`src/rtl/pulse_period_meter.sv`:
```
// Period meter for an asynchronous input, in prescaled clock ticks.
// Supports averaging, single-shot/continuous modes and saturation.
module pulse_period_meter #(
    parameter int CNT_W    = 10,
    parameter int DIV      = 100,
    parameter int AVG_LOG2 = 0,
    parameter int SYNC_STG = 2
) (
    input  logic             clk,
    input  logic             rst,
    input  logic             sig_in,
    input  logic             start,
    input  logic             continuous,
    output logic [CNT_W-1:0] period,
    output logic             valid,
    output logic             overflow,
    output logic             busy
);

    localparam int ACC_W = CNT_W + AVG_LOG2;
    localparam int PS_W  = (DIV > 1) ? $clog2(DIV) : 1;
    localparam int EC_W  = (AVG_LOG2 > 0) ? AVG_LOG2 : 1;

    localparam logic [PS_W-1:0]  PS_RELOAD = PS_W'(DIV - 1);
    localparam logic [EC_W-1:0]  EC_LAST   = EC_W'((1 << AVG_LOG2) - 1);
    localparam logic [ACC_W-1:0] ACC_MAX   = '1;

    typedef enum logic [1:0] {
        IDLE    = 2'd0,
        ARM     = 2'd1,
        MEASURE = 2'd2
    } state_t;

    state_t state_q;
    state_t state_nxt;

    logic [SYNC_STG-1:0] sync_q;
    logic                prev_q;
    logic                rise;

    logic [PS_W-1:0]  pscl_q;
    logic [ACC_W-1:0] acc_q;
    logic [EC_W-1:0]  edge_cnt_q;
    logic             ovf_q;

    logic             measuring;
    logic             tick;
    logic             sat_tick;
    logic             terminal;
    logic             restart;
    logic             finish;
    logic [ACC_W-1:0] acc_tick;

    // Synchroniser chain plus one delayed copy for rising-edge detection
    always_ff @(posedge clk or posedge rst) begin
        if (rst) begin
            sync_q <= '0;
            prev_q <= 1'b0;
        end else begin
            sync_q <= {sync_q[SYNC_STG-2:0], sig_in};
            prev_q <= sync_q[SYNC_STG-1];
        end
    end

    assign rise      = sync_q[SYNC_STG-1] & ~prev_q;
    assign measuring = (state_q == MEASURE);
    assign tick      = measuring && (pscl_q == '0);
    assign sat_tick  = tick && (acc_q == ACC_MAX);
    assign terminal  = measuring && rise && (edge_cnt_q == EC_LAST);

    // Accumulator value including a tick landing on the terminal edge
    always_comb begin
        acc_tick = acc_q;
        if (tick && !sat_tick) begin
            acc_tick = acc_q + 1'b1;
        end
    end

    // State register
    always_ff @(posedge clk or posedge rst) begin
        if (rst) begin
            state_q <= IDLE;
        end else begin
            state_q <= state_nxt;
        end
    end

    // Next-state logic; restart opens a new window, finish publishes one
    always_comb begin
        state_nxt = state_q;
        restart   = 1'b0;
        finish    = 1'b0;
        unique case (state_q)
            IDLE: begin
                if (start || continuous) begin
                    state_nxt = ARM;
                end
            end
            ARM: begin
                if (rise) begin
                    restart   = 1'b1;
                    state_nxt = MEASURE;
                end
            end
            MEASURE: begin
                if (terminal) begin
                    finish = 1'b1;
                    if (continuous) begin
                        restart = 1'b1;
                    end else begin
                        state_nxt = IDLE;
                    end
                end
            end
            default: begin
                state_nxt = IDLE;
            end
        endcase
    end

    // Prescaler: free-runs down from DIV-1 only while measuring
    always_ff @(posedge clk or posedge rst) begin
        if (rst) begin
            pscl_q <= '0;
        end else if (restart) begin
            pscl_q <= PS_RELOAD;
        end else if (measuring) begin
            if (tick) begin
                pscl_q <= PS_RELOAD;
            end else begin
                pscl_q <= pscl_q - 1'b1;
            end
        end
    end

    // Tick accumulator with saturation and sticky overflow for this window
    always_ff @(posedge clk or posedge rst) begin
        if (rst) begin
            acc_q <= '0;
            ovf_q <= 1'b0;
        end else if (restart) begin
            acc_q <= '0;
            ovf_q <= 1'b0;
        end else if (measuring) begin
            acc_q <= acc_tick;
            if (sat_tick) begin
                ovf_q <= 1'b1;
            end
        end
    end

    // Counts bounding edges inside an averaging window
    always_ff @(posedge clk or posedge rst) begin
        if (rst) begin
            edge_cnt_q <= '0;
        end else if (restart) begin
            edge_cnt_q <= '0;
        end else if (measuring && rise) begin
            edge_cnt_q <= edge_cnt_q + 1'b1;
        end
    end

    // Result registers, held until the next published window
    always_ff @(posedge clk or posedge rst) begin
        if (rst) begin
            period   <= '0;
            overflow <= 1'b0;
            valid    <= 1'b0;
        end else begin
            valid <= finish;
            if (finish) begin
                period   <= CNT_W'(acc_tick >> AVG_LOG2);
                overflow <= ovf_q | sat_tick;
            end
        end
    end

    assign busy = (state_q != IDLE);

endmodule

```
`config.mk`:
```
export PLATFORM = sky130hd
export DESIGN_NAME = pulse_period_meter
export DESIGN_NICKNAME = d
export VERILOG_FILES = /design/src/rtl/pulse_period_meter.sv
export SDC_FILE = /design/constraint.sdc
export NUM_CORES = 1
export LEC_CHECK = 0
export ABC_AREA = 0
export ABC_CLOCK_PERIOD_IN_PS = 2100
export CELL_PAD_IN_SITES_DETAIL_PLACEMENT = 0
export CELL_PAD_IN_SITES_GLOBAL_PLACEMENT = 2
export CORE_MARGIN = 2
export CORE_UTILIZATION = 35
export DETAILED_ROUTE_END_ITERATION = 6
export PLACE_DENSITY_LB_ADDON = 0.1
export SLEW_MARGIN = 20
export SYNTH_ARGS = -nofsm -noshare
export SYNTH_HDL_FRONTEND = slang
export SYNTH_SLANG_ARGS = --single-unit
```
`constraint.sdc`:
```
create_clock -name clk -period 2.1 [get_ports clk]
set_input_delay 0.315 -clock clk [delete_from_list [all_inputs] [get_ports clk]]
set_output_delay 0.315 -clock clk [all_outputs]
set_load 0.005 [all_outputs]
```
==> results.py <==
metrics = {
    "die": {
        "start_util": 0.358,
        "die_h_um": 75.8,
        "io_pins": 18,
        "core_um2": 5040,
        "dieWidth_um": 75.8,
        "rows": 26,
        "die-area_um2": 5740,
    },
    "finish": {
        "final_util": 0.433,
        "area_growth_pct": 20.9,
        "drive_above_1_share": 0.103,
        "stdcell_area_um2": 2180,
        "insertedDiodeCount": 0,
        "fin_nets": 224,
    },
    "timing": {
        "fmax_mhz": 498,
        "hold_viol_final": 0,
        "fin_ws_ns": 0.0915,
        "setup-tns-final_ns": 0,
        "period_minus_slack_ns": 2.01,
        "fin_crit_sh": 0.956,
        "tightestPinTransition_ns": 0.521,
        "drv_slew": 0,
        "rsz0062_at_grt": "false",
        "fin_skew_ns": 0.00916,
        "relSlewSlack": 0.653,
        "setup_viol": 0,
    },
    "power": {
        "p_sw_uw": 758,
        "cellLeakagePower_nw": 0.946,
        "clkPwrFrac": 0.213,
        "power.total_mw": 2.15,
        "p_per_area_nw_per_um2": 986,
        "internal_power_mw": 1.39,
        "ir_drop_mv": 0.431,
        "netSwitchingFraction": 0.352,
        "p_comb_frac": 0.358,
        "p_seq_frac": 0.429,
    },
    "routing": {
        "postRouteAntennaNets": 0,
        "vias_per_cell": 4.99,
        "firstDrtPassIters": 4,
        "wl_per_cell_um": 14.5,
        "post-route-drc-count": 0,
        "first_iter_violations": 79,
        "wl_mm": 4.10,
        "dr_total_vias": 1413,
    },
    "status": {
        "status": "completed",
    },
    "placed_design": {
        "placed_cell_area_um2": 2090,
        "gp_congestion": 0.829,
        "place_ws_ns": 0.0527,
        "io_buffers": 17,
        "dp_hpwl_mm": 2.89,
    },
    "cts": {
        "clock-root-buffer": "clkbuf_8",
        "cts-htree-levels": 2,
        "clock_path_buffers": 2,
        "clk_latency_ns": 0.29,
        "hold_buffers": 0,
        "clock-sinks": 36,
        "cts_buffers": 5,
        "clkSlewWorstSetupHoldPaths_ns": 0.07,
        "cts_tree": "yes",
    },
    "synth": {
        "yosysSeqAreaShare": 0.499,
        "synth.area.top_cells": "dfrtp_1 50%, nand2_1 4.6%, ha_1 4.2%",
        "postSynthRegisterBits": 36,
        "synth_edf_count": 0,
        "yosysUniqueCellTypes": 40,
        "yosysWarnings": 0,
        "synth_top_area_frac": 0.499,
        "yosys.area.top_type": "dfrtp_1",
        "synth_top_flop_cell": "dfrtp_1",
        "async_flop_share": 1.00,
        "postSynthAreaPerCell_um2": 9.70,
        "synthesis.nets": 197,
        "synth_cells": 186,
        "syn-cell-area_um2": 1800,
    },
    "critical_path": {
        "crit_buf_inv": 0,
        "cp-end-kind": "flop",
        "cp-start-kind": "flop",
        "critPathTopFamily": "simple AND/OR/NAND/NOR gates",
        "cpPeakStageDelay_ns": 0.56,
        "r2r_setup_slack_ns": 0.09,
        "critical_path.cell_chain": "or4_4 -> nor3_4 -> and2_1 -> o21ai_2 -> a32o_1",
        "path_depth": 5,
        "cpMaxStageDelayCell": "or4_4",
        "reg2reg_depth": 5,
        "cp_max_fo": 7,
        "crit_arrival_ns": 2.18,
        "rr_endpoint": "acc_q[1]$_DFFE_PP0P_",
        "worstSetupPathType": "reg -> reg",
        "cp.required_ns": 2.27,
        "rr_startpoint": "pscl_q[3]$_DFFE_PP0P_",
    },
    "grt": {
        "overflow": 0,
        "grt_start_max_net_pins": 37,
        "grt_usage": 0.158,
        "antenna_found_initial": 0,
        "grt_pass1_vias": 1380,
        "grt_pass1_wl_mm": 6.66,
    },
    "hold_path": {
        "holdPathEnd": "sync_q[1]$_DFF_PP0_",
        "holdPathStages": 0,
        "hold_class": "reg -> reg",
        "min_from": "sync_q[0]$_DFF_PP0_",
    },
    "flow_run": {
        "drv_cap": 0,
    },
}
==> routing by layer <==
metal	share of wire	global-route usage	up-vias
met3	0.031	0.0357	7
met1	0.50	0.213	683
met4	0.014	0.0526	0
met2	0.46	0.251	26
li1	-	-	697
met5	0	0	-
==> how the worst max path moves through the flow <==
stage                      startpoint                     end  slack (ns)
2_1_floorplan  state_q[0]$_DFFE_PP0P_  state_q[0]$_DFFE_PP0P_        0.17
3_3_place_gp     acc_q[1]$_DFFE_PP0P_   period[0]$_DFFE_PP0P_        0.10
3_5_place_dp    pscl_q[3]$_DFFE_PP0P_   period[2]$_DFFE_PP0P_        0.05
4_1_cts         pscl_q[3]$_DFFE_PP0P_   period[2]$_DFFE_PP0P_        0.03
5_1_grt         pscl_q[3]$_DFFE_PP0P_    acc_q[9]$_DFFE_PP0P_       0.004
6_report        pscl_q[3]$_DFFE_PP0P_    acc_q[1]$_DFFE_PP0P_        0.09
==> logic make-up (layout without fill, tap and decap cells) <==
logic type | count (synthesis) | in the layout | share of synthesized area
buffers and inverters | 18 | 45 | 0.0423
multiplexers | 4 | 4 | 0.0229
adder cells (fa/ha/maj) | 6 | 6 | 0.0416
AND/OR/NAND/NOR | 66 | 66 | 0.191
AO/OA/AOI/OAI | 43 | 43 | 0.139
flip-flops | 36 | 36 | 0.499
XOR/XNOR | 13 | 13 | 0.0631
==> power groups by stage <==
stage	registers (mW)	clock network, mW	logic [mW]
2_1_floorplan	0.923	0	0.485
3_3_place_gp	0.930	0	0.759
3_5_place_dp	0.935	0	0.778
4_1_cts	0.926	0.487	0.782
5_1_grt	0.946	0.516	0.873
6_report	0.923	0.458	0.771
==> cell usage in the layout (no fill, tap or decap), types with 2 or more instances in the layout <==
| cell | instances |
|---|---|
| clkdlybuf4s50_1 | 17 |
| dfrtp_1 | 36 |
| and3_1 | 4 |
| mux2i_1 | 3 |
| o21ai_1 | 3 |
| nor2_1 | 13 |
| clkbuf_8 | 5 |
| buf_4 | 10 |
| xnor2_1 | 8 |
| nand2b_1 | 2 |
| ha_1 | 6 |
| nand3_1 | 6 |
| nand4_1 | 4 |
| xor2_1 | 5 |
| or3_1 | 4 |
| nand2_1 | 22 |
| a31oi_1 | 5 |
| nor2b_1 | 2 |
| a21oi_1 | 11 |
| o21ai_0 | 15 |
| inv_1 | 11 |
==> stage by stage <==
stage	hold WS, ns	cells
5_1_grt	0.371	283
6_report	0.359	283
3_3_place_gp	0.333	275
3_5_place_dp	0.348	275
2_1_floorplan	0.331	186
4_1_cts	0.367	282
==> final cells by class <==
| class | count | area, um2 |
|---|---|---|
| fillers | 520 | 2860 |
| flip-flops and latches | 36 | 901 |
| multi-input cells | 132 | 830 |
| repair buffers | 27 | 245 |
| well taps | 70 | 87.6 |
| clock buffers | 6 | 72.6 |
| inverters | 11 | 41.3 |
| clock inverters | 1 | 5.00 |
==> state kept, by name, summed over array words and instances (netlist names) <==
| register | flops |
|---|---|
| acc_q | 10 |
| period | 10 |
| pscl_q | 7 |
| state_q | 2 |
| sync_q | 2 |
| edge_cnt_q | 1 |
| overflow | 1 |
| ovf_q | 1 |
| prev_q | 1 |
| valid | 1 |
==> synthesized netlist by cell type (2+ instances only) <==
cell and number:
dfrtp_1 36, nand2_1 22, o21ai_0 15, nor2_1 13, a21oi_1 11, inv_1 11
xnor2_1 8, ha_1 6, nand3_1 6, a31oi_1 5, clkbuf_1 5, xor2_1 5
and3_1 4, nand4_1 4, or3_1 4, mux2i_1 3, o21ai_1 3, nand2b_1 2
nor2b_1 2
==> timing repair <==
item	in CTS	in global routing
endpoints found under the setup margin	0	12
gates resized for setup	0	1
setup buffers	0	1
Power figures use the tool's default switching activity.
